`src/rtl/dmem_arb_pkg.sv`:
```
// Shared types for the data-memory arbiter: FSM states and requester indices.
package dmem_arb_pkg;

  typedef enum logic {
    CLEAR = 1'b0,
    RUN   = 1'b1
  } state_t;

  typedef logic req_idx_t;

  localparam req_idx_t REQ_CORE = 1'b0;
  localparam req_idx_t REQ_DMA  = 1'b1;

  function automatic req_idx_t other_req(input req_idx_t k);
    return ~k;
  endfunction

endpackage

```
`src/rtl/dmem_arbiter_if.sv`:
```
// Request, response and memory-side signals of the data-memory arbiter.
interface dmem_arbiter_if #(
  parameter int P_ADDR_WIDTH = 8,
  parameter int P_DATA_WIDTH = 32
);

  logic                    i_req0_valid;
  logic                    i_req1_valid;
  logic                    o_req0_ready;
  logic                    o_req1_ready;
  logic                    i_req0_we;
  logic                    i_req1_we;
  logic [P_ADDR_WIDTH-1:0] i_req0_addr;
  logic [P_ADDR_WIDTH-1:0] i_req1_addr;
  logic [P_DATA_WIDTH-1:0] i_req0_wdata;
  logic [P_DATA_WIDTH-1:0] i_req1_wdata;
  logic                    o_rsp0_valid;
  logic                    o_rsp1_valid;
  logic [P_DATA_WIDTH-1:0] o_rsp0_rdata;
  logic [P_DATA_WIDTH-1:0] o_rsp1_rdata;
  logic                    o_mem_we;
  logic [P_ADDR_WIDTH-1:0] o_mem_addr;
  logic [P_DATA_WIDTH-1:0] o_mem_wdata;
  logic [P_DATA_WIDTH-1:0] i_mem_rdata;
  logic                    o_init_done;

  modport slave (
    input  i_req0_valid, i_req1_valid, i_req0_we, i_req1_we,
    input  i_req0_addr, i_req1_addr, i_req0_wdata, i_req1_wdata,
    input  i_mem_rdata,
    output o_req0_ready, o_req1_ready,
    output o_rsp0_valid, o_rsp1_valid, o_rsp0_rdata, o_rsp1_rdata,
    output o_mem_we, o_mem_addr, o_mem_wdata, o_init_done
  );

  modport master (
    output i_req0_valid, i_req1_valid, i_req0_we, i_req1_we,
    output i_req0_addr, i_req1_addr, i_req0_wdata, i_req1_wdata,
    output i_mem_rdata,
    input  o_req0_ready, o_req1_ready,
    input  o_rsp0_valid, o_rsp1_valid, o_rsp0_rdata, o_rsp1_rdata,
    input  o_mem_we, o_mem_addr, o_mem_wdata, o_init_done
  );

endinterface

```
`src/rtl/dmem_rr_arb2.sv`:
```
// Two-way round-robin arbiter: combinational grant, pointer moves to the loser.
module dmem_rr_arb2
  import dmem_arb_pkg::*;
(
  input  logic       i_clk,
  input  logic       i_rst_n,
  input  logic       i_en,
  input  logic [1:0] i_valid,
  output logic [1:0] o_grant,
  output logic       o_any,
  output req_idx_t   o_idx
);

  req_idx_t ptr;

  always_comb begin
    o_grant = '0;
    o_any   = 1'b0;
    o_idx   = ptr;
    if (i_en) begin
      if (&i_valid) begin
        o_idx = ptr;
        o_any = 1'b1;
      end else if (i_valid[0]) begin
        o_idx = REQ_CORE;
        o_any = 1'b1;
      end else if (i_valid[1]) begin
        o_idx = REQ_DMA;
        o_any = 1'b1;
      end
      if (o_any) o_grant[o_idx] = 1'b1;
    end
  end

  always_ff @(posedge i_clk) begin
    if (!i_rst_n) begin
      ptr <= REQ_CORE;
    end else if (o_any) begin
      ptr <= other_req(o_idx);
    end
  end

endmodule

```
`src/rtl/dmem_arbiter.sv`:
```
// Data-memory front end: zero-fills memory after reset/clear, then arbitrates
// two requesters onto a single-port asynchronous-read memory.
module dmem_arbiter
  import dmem_arb_pkg::*;
#(
  parameter int P_ADDR_WIDTH = 8,
  parameter int P_DATA_WIDTH = 32
) (
  input  logic i_clk,
  input  logic i_rst_n,
  input  logic i_clear,
  dmem_arbiter_if.slave bus
);

  state_t                  state, state_nxt;
  logic [P_ADDR_WIDTH-1:0] clr_cnt, clr_cnt_nxt;

  logic [1:0]              grant;
  logic                    grant_any;
  req_idx_t                grant_idx;
  logic                    arb_en;

  logic                    rd_hs0, rd_hs1;
  logic                    rsp0_valid, rsp1_valid;
  logic [P_DATA_WIDTH-1:0] rsp0_rdata, rsp1_rdata;

  logic                    mem_we;
  logic [P_ADDR_WIDTH-1:0] mem_addr;
  logic [P_DATA_WIDTH-1:0] mem_wdata;

  always_ff @(posedge i_clk) begin
    if (!i_rst_n) begin
      state   <= CLEAR;
      clr_cnt <= '0;
    end else begin
      state   <= state_nxt;
      clr_cnt <= clr_cnt_nxt;
    end
  end

  always_comb begin
    state_nxt   = state;
    clr_cnt_nxt = clr_cnt;
    case (state)
      CLEAR: begin
        clr_cnt_nxt = clr_cnt + 1'b1;
        if (clr_cnt == '1) state_nxt = RUN;
      end
      RUN: begin
        if (i_clear) begin
          state_nxt   = CLEAR;
          clr_cnt_nxt = '0;
        end
      end
      default: begin
        state_nxt   = CLEAR;
        clr_cnt_nxt = '0;
      end
    endcase
  end

  // Requests are refused in the cycle a clear is requested.
  assign arb_en = (state == RUN) && !i_clear;

  dmem_rr_arb2 u_arb (
    .i_clk   (i_clk),
    .i_rst_n (i_rst_n),
    .i_en    (arb_en),
    .i_valid ({bus.i_req1_valid, bus.i_req0_valid}),
    .o_grant (grant),
    .o_any   (grant_any),
    .o_idx   (grant_idx)
  );

  always_comb begin
    mem_we    = 1'b0;
    mem_addr  = '0;
    mem_wdata = '0;
    if (state == CLEAR) begin
      mem_we   = 1'b1;
      mem_addr = clr_cnt;
    end else if (grant_any) begin
      if (grant_idx == REQ_DMA) begin
        mem_we    = bus.i_req1_we;
        mem_addr  = bus.i_req1_addr;
        mem_wdata = bus.i_req1_wdata;
      end else begin
        mem_we    = bus.i_req0_we;
        mem_addr  = bus.i_req0_addr;
        mem_wdata = bus.i_req0_wdata;
      end
    end
  end

  assign rd_hs0 = grant[0] && !bus.i_req0_we;
  assign rd_hs1 = grant[1] && !bus.i_req1_we;

  // Response registers are independent of the FSM so a read accepted just
  // before a clear still returns its data.
  always_ff @(posedge i_clk) begin
    if (!i_rst_n) begin
      rsp0_valid <= 1'b0;
      rsp1_valid <= 1'b0;
      rsp0_rdata <= '0;
      rsp1_rdata <= '0;
    end else begin
      rsp0_valid <= rd_hs0;
      rsp1_valid <= rd_hs1;
      if (rd_hs0) rsp0_rdata <= bus.i_mem_rdata;
      if (rd_hs1) rsp1_rdata <= bus.i_mem_rdata;
    end
  end

  assign bus.o_req0_ready = grant[0];
  assign bus.o_req1_ready = grant[1];
  assign bus.o_rsp0_valid = rsp0_valid;
  assign bus.o_rsp1_valid = rsp1_valid;
  assign bus.o_rsp0_rdata = rsp0_rdata;
  assign bus.o_rsp1_rdata = rsp1_rdata;
  assign bus.o_mem_we     = mem_we;
  assign bus.o_mem_addr   = mem_addr;
  assign bus.o_mem_wdata  = mem_wdata;
  assign bus.o_init_done  = (state == RUN);

endmodule

```
`src/flat_wrapper.sv`:
```
// flat-port wrapper written by rule: the top's interface ports become plain ports
module dmem_arbiter_flat import dmem_arb_pkg::*;
#(
  parameter int P_ADDR_WIDTH = 8,
  parameter int P_DATA_WIDTH = 32
)
  (i_clk, i_rst_n, i_clear, bus_i_req0_valid, bus_i_req1_valid, bus_i_req0_we, bus_i_req1_we, bus_i_req0_addr, bus_i_req1_addr, bus_i_req0_wdata, bus_i_req1_wdata, bus_i_mem_rdata, bus_o_req0_ready, bus_o_req1_ready, bus_o_rsp0_valid, bus_o_rsp1_valid, bus_o_rsp0_rdata, bus_o_rsp1_rdata, bus_o_mem_we, bus_o_mem_addr, bus_o_mem_wdata, bus_o_init_done);
  dmem_arbiter_if #(.P_ADDR_WIDTH(P_ADDR_WIDTH), .P_DATA_WIDTH(P_DATA_WIDTH)) bus_i ();
  input  logic i_clk;
  input  logic i_rst_n;
  input  logic i_clear;
  input wire logic [$bits(bus_i.i_req0_valid)-1:0] bus_i_req0_valid;
  input wire logic [$bits(bus_i.i_req1_valid)-1:0] bus_i_req1_valid;
  input wire logic [$bits(bus_i.i_req0_we)-1:0] bus_i_req0_we;
  input wire logic [$bits(bus_i.i_req1_we)-1:0] bus_i_req1_we;
  input wire logic [$bits(bus_i.i_req0_addr)-1:0] bus_i_req0_addr;
  input wire logic [$bits(bus_i.i_req1_addr)-1:0] bus_i_req1_addr;
  input wire logic [$bits(bus_i.i_req0_wdata)-1:0] bus_i_req0_wdata;
  input wire logic [$bits(bus_i.i_req1_wdata)-1:0] bus_i_req1_wdata;
  input wire logic [$bits(bus_i.i_mem_rdata)-1:0] bus_i_mem_rdata;
  output wire logic [$bits(bus_i.o_req0_ready)-1:0] bus_o_req0_ready;
  output wire logic [$bits(bus_i.o_req1_ready)-1:0] bus_o_req1_ready;
  output wire logic [$bits(bus_i.o_rsp0_valid)-1:0] bus_o_rsp0_valid;
  output wire logic [$bits(bus_i.o_rsp1_valid)-1:0] bus_o_rsp1_valid;
  output wire logic [$bits(bus_i.o_rsp0_rdata)-1:0] bus_o_rsp0_rdata;
  output wire logic [$bits(bus_i.o_rsp1_rdata)-1:0] bus_o_rsp1_rdata;
  output wire logic [$bits(bus_i.o_mem_we)-1:0] bus_o_mem_we;
  output wire logic [$bits(bus_i.o_mem_addr)-1:0] bus_o_mem_addr;
  output wire logic [$bits(bus_i.o_mem_wdata)-1:0] bus_o_mem_wdata;
  output wire logic [$bits(bus_i.o_init_done)-1:0] bus_o_init_done;
  assign bus_i.i_req0_valid = bus_i_req0_valid;
  assign bus_i.i_req1_valid = bus_i_req1_valid;
  assign bus_i.i_req0_we = bus_i_req0_we;
  assign bus_i.i_req1_we = bus_i_req1_we;
  assign bus_i.i_req0_addr = bus_i_req0_addr;
  assign bus_i.i_req1_addr = bus_i_req1_addr;
  assign bus_i.i_req0_wdata = bus_i_req0_wdata;
  assign bus_i.i_req1_wdata = bus_i_req1_wdata;
  assign bus_i.i_mem_rdata = bus_i_mem_rdata;
  assign bus_o_req0_ready = bus_i.o_req0_ready;
  assign bus_o_req1_ready = bus_i.o_req1_ready;
  assign bus_o_rsp0_valid = bus_i.o_rsp0_valid;
  assign bus_o_rsp1_valid = bus_i.o_rsp1_valid;
  assign bus_o_rsp0_rdata = bus_i.o_rsp0_rdata;
  assign bus_o_rsp1_rdata = bus_i.o_rsp1_rdata;
  assign bus_o_mem_we = bus_i.o_mem_we;
  assign bus_o_mem_addr = bus_i.o_mem_addr;
  assign bus_o_mem_wdata = bus_i.o_mem_wdata;
  assign bus_o_init_done = bus_i.o_init_done;
  dmem_arbiter #(.P_ADDR_WIDTH(P_ADDR_WIDTH), .P_DATA_WIDTH(P_DATA_WIDTH)) u_core (.i_clk(i_clk), .i_rst_n(i_rst_n), .i_clear(i_clear), .bus(bus_i));
endmodule
```
`config.mk`:
```
export PLATFORM = sky130hd
export DESIGN_NAME = dmem_arbiter_flat
export DESIGN_NICKNAME = d
export VERILOG_FILES = /design/src/rtl/dmem_arb_pkg.sv /design/src/rtl/dmem_arbiter_if.sv /design/src/rtl/dmem_rr_arb2.sv /design/src/rtl/dmem_arbiter.sv /design/src/flat_wrapper.sv
export SDC_FILE = /design/constraint.sdc
export NUM_CORES = 1
export LEC_CHECK = 0
export CORE_MARGIN = 5
export CORE_UTILIZATION = 40
export CTS_CLUSTER_DIAMETER = 120
export CTS_CLUSTER_SIZE = 40
export DETAILED_ROUTE_END_ITERATION = 8
export GPL_TIMING_DRIVEN = 0
export PLACE_DENSITY = 0.89
export SETUP_SLACK_MARGIN = 0.02
export SLEW_MARGIN = 20
export SYNTH_ARGS = -nofsm -noshare
export SYNTH_HDL_FRONTEND = slang
export SYNTH_SLANG_ARGS = --single-unit
export TNS_END_PERCENT = 20
```
`constraint.sdc`:
```
create_clock -name i_clk -period 2.51 [get_ports i_clk]
set_input_delay 0.502 -clock i_clk [delete_from_list [all_inputs] [get_ports i_clk]]
set_output_delay 0.502 -clock i_clk [all_outputs]
set_load 0.02 [all_outputs]
```
==> impl_metrics.env, run 1 <==
export IMPL_outcome="complete, but fails checks"
export IMPL_violations="setup timing"
export IMPL_worstSetupEndpointType="primary output"
export IMPL_final_layout_size_suffix_gt1_share_pct=15.7
export IMPL_min_delay_path_depth=2
export IMPL_psw_mw=0.551
export IMPL_final_hold_violation_count=0
export IMPL_drv_cap=0
export IMPL_power_share_combinational_pct=10.6
export IMPL_place_worst_setup_slack_ns=-0.840
export IMPL_syn2layout_area_growth_pct=70.1
export IMPL_irDropWorstVdd_mv=0.182
export IMPL_ys_top_cells_by_area="sky130_fd_sc_hd__dfxtp_1, sky130_fd_sc_hd__nand2_1, sky130_fd_sc_hd__a21oi_1"
export IMPL_post_synth_inst_count=505
export IMPL_i_o_pin_total=229
export IMPL_cp_data_required_time_ns=2.01
export IMPL_grtUsageTotal_pct=23.6
export IMPL_final_setup_viol_count=1
export IMPL_ys_dominant_reg_cell="sky130_fd_sc_hd__dfxtp_1"
export IMPL_holdWs_ns=0.454
export IMPL_root_buffer="sky130_fd_sc_hd__clkbuf_8"
export IMPL_routabilityCongestion=0.887
export IMPL_seq_power_share_pct=46.6
export IMPL_num_rows=35
export IMPL_grt_setup_unrepaired="true"
export IMPL_ys_ff_latch=76
export IMPL_antenna_diodes=0
export IMPL_drt_vias_per_instance=5.31
export IMPL_buffer_ports_inserted=226
export IMPL_detail_route_wl_per_cell_um=16.3
export IMPL_sum_of_net_half_perimeters_after_detailed_placement_um=11100
export IMPL_crit_path_start_kind="flop"
export IMPL_post_synth_cell_area_avg_um2=7.32
export IMPL_hold_end="u_core.bus.o_rsp1_rdata[2]"
export IMPL_reported_leakage_power_nw=2.29
export IMPL_initial_core_util_pct=40.6
export IMPL_detailedRoute_firstPassIterationCount=5
export IMPL_grt_max_degree=14
export IMPL_coreArea_um2=9110
export IMPL_floorplan_die_height_um=106
export IMPL_yosys_area_top_type_share_pct=41.2
export IMPL_synth_yosys_seq_area_share_pct=41.2
export IMPL_insertion_delay_ns=0.35
export IMPL_postCtsHoldBufs=0
export IMPL_power_density_cell_area_nw_per_um2=414
export IMPL_yosys_warnings=0
export IMPL_tritoncts="done"
export IMPL_detailroute_via_count=4553
export IMPL_die_width_um=106
export IMPL_maximum_clock_insertion_buffer_count=2
export IMPL_ys_async_sr_fraction_pct=0
export IMPL_antenna_left=0
export IMPL_finalWorstPathRequiredPeriod_ns=2.52
export IMPL_timing_worst_setup_path_type="reg2out"
export IMPL_antenna_violations_before_repair=0
export IMPL_clock_tree_htree_level_count=3
export IMPL_power_share_clock_pct=42.8
export IMPL_number_of_global_route_vias_before_repair=4415
export IMPL_clkTransAtPathRegs_ns=0.07
export IMPL_cp_arrival_ns=2.02
export IMPL_grt_pass1_wl_um=21600
export IMPL_grt_ovfl_total=0
export IMPL_finalNonFillerCells=858
export IMPL_cts_buffers_inserted=9
export IMPL_synth_net_count=625
export IMPL_worstHoldPathType="reg2reg"
export IMPL_synth_enable_flop_cells=0
export IMPL_drt_total_wl_um=14000
export IMPL_rrSetupSlack_ns=0.97
export IMPL_critical_path_reg2reg_startpoint="u_core.bus.o_init_done"
export IMPL_switching_share_pct=21.1
export IMPL_synthDominantAreaCellType="sky130_fd_sc_hd__dfxtp_1"
export IMPL_drt_iter0_markers=219
export IMPL_largest_fanout_on_the_critical_path=10
export IMPL_report_final_slew_viol_count=0
export IMPL_ff2ff_path_depth=5
export IMPL_timing_rr_end="u_core.clr_cnt[7]"
export IMPL_max_slew_margin_pct=66.4
export IMPL_intPower_mw=2.05
export IMPL_setup_tns_ns=-0.00968
export IMPL_hold_path_startpoint="u_core.bus.o_rsp1_rdata[2]"
export IMPL_timing_clock_skew_ns=0.00746
export IMPL_setup_slack_ns=-0.00968
export IMPL_post_place_cells=842
export IMPL_clock_sinks=76
export IMPL_timing_worst_slew_pin_value_ns=0.503
export IMPL_period_share_pct=100
export IMPL_synth_area_um2=3700
export IMPL_num_nets_final=862
export IMPL_drcViolationCount=0
export IMPL_timing_fmax_mhz=397
export IMPL_synth_cell_types=43
export IMPL_die_area_um2=11300
==> kinds of logic (layout without fill, tap and decap cells) <==
| kind of cell | count (synthesis) | in the layout | share of synthesized area [%] |
|---|---|---|---|
| AO/OA/AOI/OAI | 157 | 157 | 23.0 |
| multiplexers | 2 | 2 | 0.575 |
| flip-flops | 76 | 76 | 41.2 |
| buffers and inverters | 51 | 293 | 7.72 |
| AND/OR/NAND/NOR | 218 | 218 | 27.2 |
| adder cells (fa/ha/maj) | 1 | 1 | 0.338 |
==> state kept, by name, indices dropped and copies added (netlist names) <==
signal	flops
u_core.bus.o_rsp0_rdata	32
u_core.bus.o_rsp1_rdata	32
u_core.clr_cnt	8
u_core.bus.o_init_done	1
u_core.bus.o_rsp0_valid	1
u_core.bus.o_rsp1_valid	1
u_core.u_arb.ptr	1
==> critical path, cell delays in order (launching register included) <==
cell and delay [ns]:
sky130_fd_sc_hd__dfxtp_2 0.36, sky130_fd_sc_hd__buf_6 0.14, sky130_fd_sc_hd__and4bb_4 0.22, sky130_fd_sc_hd__a21oi_4 0.23
sky130_fd_sc_hd__buf_6 0.18, sky130_fd_sc_hd__nand4_1 0.10, sky130_fd_sc_hd__o221ai_1 0.09, sky130_fd_sc_hd__clkdlybuf4s15_1 0.36
==> synth_stat cells, types with 2 or more instances <==
master and number:
sky130_fd_sc_hd__a31oi_1 2, sky130_fd_sc_hd__nor2_1 8, sky130_fd_sc_hd__o211ai_1 3, sky130_fd_sc_hd__nand3_1 33
sky130_fd_sc_hd__inv_1 6, sky130_fd_sc_hd__buf_6 7, sky130_fd_sc_hd__o221ai_1 6, sky130_fd_sc_hd__clkbuf_1 11
sky130_fd_sc_hd__nand2b_4 2, sky130_fd_sc_hd__o21a_1 2, sky130_fd_sc_hd__nand2b_1 3, sky130_fd_sc_hd__a21oi_1 102
sky130_fd_sc_hd__inv_2 2, sky130_fd_sc_hd__dfxtp_1 76, sky130_fd_sc_hd__o21ai_0 25, sky130_fd_sc_hd__o21ai_1 13
sky130_fd_sc_hd__buf_4 4, sky130_fd_sc_hd__nor4_1 2, sky130_fd_sc_hd__clkbuf_2 2, sky130_fd_sc_hd__buf_2 19
sky130_fd_sc_hd__nand4_1 9, sky130_fd_sc_hd__or3_1 2, sky130_fd_sc_hd__nand2_1 145, sky130_fd_sc_hd__and3_1 2
==> layer usage <==
layer | track usage, % | part of all wire, % | vias to the layer above
li1 | - | - | 2212
met1 | 24.6 | 37 | 2093
met2 | 44.7 | 51 | 219
met3 | 7.47 | 9.8 | 29
met4 | 7.59 | 2.1 | 0
met5 | 0 | 0 | -
==> worst max path at each step <==
stage | startpoint | to | slack, ns | depth (start not counted)
4_1_cts | u_core.bus.o_init_done | bus_o_mem_addr[1] | -0.04 | 7
3_3_place_gp | i_clear | bus_o_mem_wdata[1] | -0.80 | 7
5_1_grt | u_core.bus.o_init_done | bus_o_mem_addr[6] | -0.09 | 7
3_5_place_dp | i_clear | bus_o_mem_wdata[1] | -0.84 | 7
6_report | u_core.bus.o_init_done | bus_o_mem_addr[6] | -0.01 | 7
2_1_floorplan | bus_i_req0_valid | bus_o_mem_wdata[11] | 0.31 | 6
==> power groups by stage <==
stage / logic, mW / registers (mW) / clock network [mW]
2_1_floorplan: 0.0565 / 1.24 / 0
3_3_place_gp: 0.267 / 1.24 / 0
3_5_place_dp: 0.271 / 1.24 / 0
4_1_cts: 0.272 / 1.21 / 1.13
5_1_grt: 0.292 / 1.21 / 1.18
6_report: 0.275 / 1.21 / 1.12
==> cell usage in the layout, fill, tap and decap left out, types with 2 or more instances in the layout <==
cell and instances:
sky130_fd_sc_hd__a21oi_1 90, sky130_fd_sc_hd__a21oi_2 12, sky130_fd_sc_hd__a31oi_1 2, sky130_fd_sc_hd__and3_1 2, sky130_fd_sc_hd__buf_2 24, sky130_fd_sc_hd__buf_4 30, sky130_fd_sc_hd__buf_6 11, sky130_fd_sc_hd__bufinv_16 3
sky130_fd_sc_hd__clkbuf_1 9, sky130_fd_sc_hd__clkbuf_2 9, sky130_fd_sc_hd__clkbuf_8 9, sky130_fd_sc_hd__clkdlybuf4s15_1 2, sky130_fd_sc_hd__clkdlybuf4s50_1 182, sky130_fd_sc_hd__clkinv_4 2, sky130_fd_sc_hd__dfxtp_1 75, sky130_fd_sc_hd__dlygate4sd2_1 2
sky130_fd_sc_hd__inv_1 6, sky130_fd_sc_hd__inv_2 2, sky130_fd_sc_hd__nand2_1 145, sky130_fd_sc_hd__nand2b_1 3, sky130_fd_sc_hd__nand2b_4 2, sky130_fd_sc_hd__nand3_1 33, sky130_fd_sc_hd__nand4_1 9, sky130_fd_sc_hd__nor2_1 8
sky130_fd_sc_hd__nor2_4 2, sky130_fd_sc_hd__nor4_1 2, sky130_fd_sc_hd__o211ai_1 3, sky130_fd_sc_hd__o21ai_0 21, sky130_fd_sc_hd__o21ai_1 16, sky130_fd_sc_hd__o221ai_1 6, sky130_fd_sc_hd__or3_1 2
==> metrics by stage <==
| step | power [mW] | cell area, µm² | utilization [%] |
|---|---|---|---|
| 6_report | 2.61 | 6290 | 69.0 |
| 5_1_grt | 2.69 | 6290 | 69.0 |
| 3_3_place_gp | 1.51 | 6100 | 66.9 |
| 4_1_cts | 2.62 | 6270 | 68.8 |
| 2_1_floorplan | 1.30 | 3700 | - |
| 3_5_place_dp | 1.51 | 6100 | 66.9 |
==> layout make-up <==
class / instances / area, µm²
plain buffers: 43 / 292
fillers: 771 / 2820
inverters: 8 / 30.0
flip-flops and latches: 76 / 1520
clock inverters: 6 / 113
well taps: 111 / 139
clock buffers: 10 / 128
repair buffers: 226 / 2120
multi-input cells: 378 / 1940
==> repair_timing <==
item                                    in CTS  in global routing
buffers inserted                             0                  0
pin swaps                                    0                  6
endpoints found under the setup margin      43                 37
gates resized for setup                    165                 59
(Power assumes the default switching activity.)
==> inputs of run 2 (changes only) <==
SETUP_SLACK_MARGIN = 0.1   (was 0.02)
==> run 2 against run 1 <==
The run now ends clean. Clock skew is 0.00053 ns lower. Sequential cell count stayed put. Power hardly changed. Clock-buffer cell count stayed put. Fmax is 2.7% higher. Utilization is 1.9 points higher. Design area is 2.7% higher. Register-to-register slack worse by 0.10 ns. Setup slack better by 0.067 ns. Non-clock buffer count is 10 higher.
==> impl_metrics.env, run 2 (synthesis gave the netlist of run 1 again) <==
export IMPL_outcome="completed"
export IMPL_antenna_diodes=0
export IMPL_layout_filler_cell_count=739
export IMPL_antenna_left=0
export IMPL_clkTransAtPathRegs_ns=0.08
export IMPL_grtUsageTotal_pct=23.9
export IMPL_num_nets_final=874
export IMPL_worstSetupEndpointType="primary output"
export IMPL_multi_input_logic_area_um2=1990
export IMPL_power_total_mw=2.60
export IMPL_timing_worst_slew_pin_value_ns=0.503
export IMPL_grt_pass1_wl_um=21800
export IMPL_cts_buffers_inserted=9
export IMPL_grt_setup_unrepaired="true"
export IMPL_buffer_ports_inserted=226
export IMPL_period_share_pct=97.7
export IMPL_drt_vias_per_instance=5.36
export IMPL_detailedRoute_firstPassIterationCount=5
export IMPL_mostFrequentLayoutCell="sky130_fd_sc_hd__clkdlybuf4s50_1"
export IMPL_startpoint="u_core.bus.o_init_done"
export IMPL_post_route_util_pct=70.9
export IMPL_i_o_pin_total=229
export IMPL_grt_max_degree=14
export IMPL_num_rows=35
export IMPL_power_density_cell_area_nw_per_um2=403
export IMPL_irDropWorstVdd_mv=0.180
export IMPL_cp_arrival_ns=1.95
export IMPL_maximum_clock_insertion_buffer_count=2
export IMPL_largest_fanout_on_the_critical_path=8
export IMPL_sum_of_net_half_perimeters_after_detailed_placement_um=11100
export IMPL_final_layout_size_suffix_gt1_share_pct=18.3
export IMPL_drt_iter0_markers=199
export IMPL_report_final_slew_viol_count=0
export IMPL_timing_fmax_mhz=408
export IMPL_syn2layout_area_growth_pct=74.7
export IMPL_drv_cap=0
export IMPL_worstHoldPathType="reg2reg"
export IMPL_sequential_cell_area_um2=1530
export IMPL_routabilityCongestion=0.887
export IMPL_detailroute_via_count=4664
export IMPL_hold_path_startpoint="u_core.bus.o_rsp1_rdata[2]"
export IMPL_drcViolationCount=0
export IMPL_most_common_layout_cells="sky130_fd_sc_hd__clkdlybuf4s50_1, sky130_fd_sc_hd__nand2_1, sky130_fd_sc_hd__a21oi_1, sky130_fd_sc_hd__dfxtp_1, sky130_fd_sc_hd__buf_4"
export IMPL_timing_worst_setup_path_type="reg2out"
export IMPL_crit_path_start_kind="flop"
export IMPL_antenna_violations_before_repair=0
export IMPL_final_setup_viol_count=0
export IMPL_initial_core_util_pct=40.6
export IMPL_insertion_delay_ns=0.35
export IMPL_timing_clock_skew_ns=0.00693
export IMPL_setup_slack_ns=0.0577
export IMPL_finalWorstPathRequiredPeriod_ns=2.45
export IMPL_die_width_um=106
export IMPL_max_slew_margin_pct=66.5
export IMPL_floorplan_die_height_um=106
export IMPL_number_of_global_route_vias_before_repair=4448
export IMPL_reported_leakage_power_nw=2.37
export IMPL_clock_tree_htree_level_count=3
export IMPL_die_area_um2=11300
export IMPL_root_buffer="sky130_fd_sc_hd__clkbuf_8"
export IMPL_grt_ovfl_total=0
export IMPL_cp_data_required_time_ns=2.01
export IMPL_drt_total_wl_um=14700
export IMPL_coreArea_um2=9110
export IMPL_place_worst_setup_slack_ns=-0.840
export IMPL_final_hold_violation_count=0
export IMPL_detail_route_wl_per_cell_um=16.9
export IMPL_clock_sinks=76
export IMPL_tritoncts="done"
export IMPL_critical_path_reg2reg_startpoint="u_core.bus.o_init_done"
-- run 2: area by class of cell --
cell class / instances / area share, %
plain buffers: 43 / 4.71
multi-input cells: 380 / 30.9
flip-flops and latches: 76 / 23.6
clock buffers: 10 / 1.98
inverters: 8 / 0.465
repair buffers: 236 / 34.5
well taps: 111 / 2.15
clock inverters: 6 / 1.74
-- run 2: final timing paths --
check                                      to  cells past startpoint  slack (ns)
hold / removal     u_core.bus.o_rsp1_rdata[2]                      2        0.45
setup / recovery           bus_o_mem_wdata[2]                      8        0.06
hold reg to reg    u_core.bus.o_rsp1_rdata[2]                      2        0.45
setup reg to reg  u_core.bus.o_rsp0_rdata[16]                      7        0.87
-- run 2: critical path, stage by stage, from the launching register on --
cell and delay [ns]:
sky130_fd_sc_hd__dfxtp_4 0.35, sky130_fd_sc_hd__buf_6 0.12, sky130_fd_sc_hd__and4bb_4 0.22, sky130_fd_sc_hd__a21oi_4 0.14, sky130_fd_sc_hd__buf_12 0.15, sky130_fd_sc_hd__buf_6 0.12, sky130_fd_sc_hd__nand3_1 0.09, sky130_fd_sc_hd__a21oi_1 0.20
sky130_fd_sc_hd__buf_2 0.20
-- run 2: stage by stage --
step | TNS [ns] | instance area, µm² | hold WS [ns] | cells
global placement | -27.35 | 6100 | 0.442 | 842
CTS | -0.0148 | 6270 | 0.457 | 860
floorplan | 0 | 3700 | 0.488 | 505
global route | 0 | 6460 | 0.479 | 870
detailed placement | -28.33 | 6100 | 0.446 | 842
finish | 0 | 6460 | 0.455 | 870
-- run 2: power by group --
group	total, mW	internal [mW]	switching (mW)
Sequential	1.21	1.21	0.00554
Clock	1.11	0.663	0.452
Combinational	0.278	0.183	0.0948
Total	2.60	2.05	0.552
-- run 2: layer usage --
metal  part of all wire [%]  vias to the layer above  wire length, µm  track usage [%]
met5                      0                        -                0                0
met4                    2.2                        0              327             7.31
met3                    9.9                       37             1460             7.47
met2                     52                      240             7580             45.6
met1                     36                     2152             5300             24.7
li1                       -                     2235                -                -
-- run 2: timing repair --
| action | CTS | global route |
|---|---|---|
| hold buffers | 0 | 0 |
| gates cloned | 1 | 6 |
| setup endpoints to repair | 43 | 41 |
| resized for setup | 192 | 69 |
| buffers inserted | 1 | 4 |
| pin swaps | 3 | 13 |
==> inputs of run 3 (changes only) <==
SLEW_MARGIN = not set   (was 20)
==> results of run 3 <==
Same layout as run 2: the final DEF is identical, and so are final timing and power.
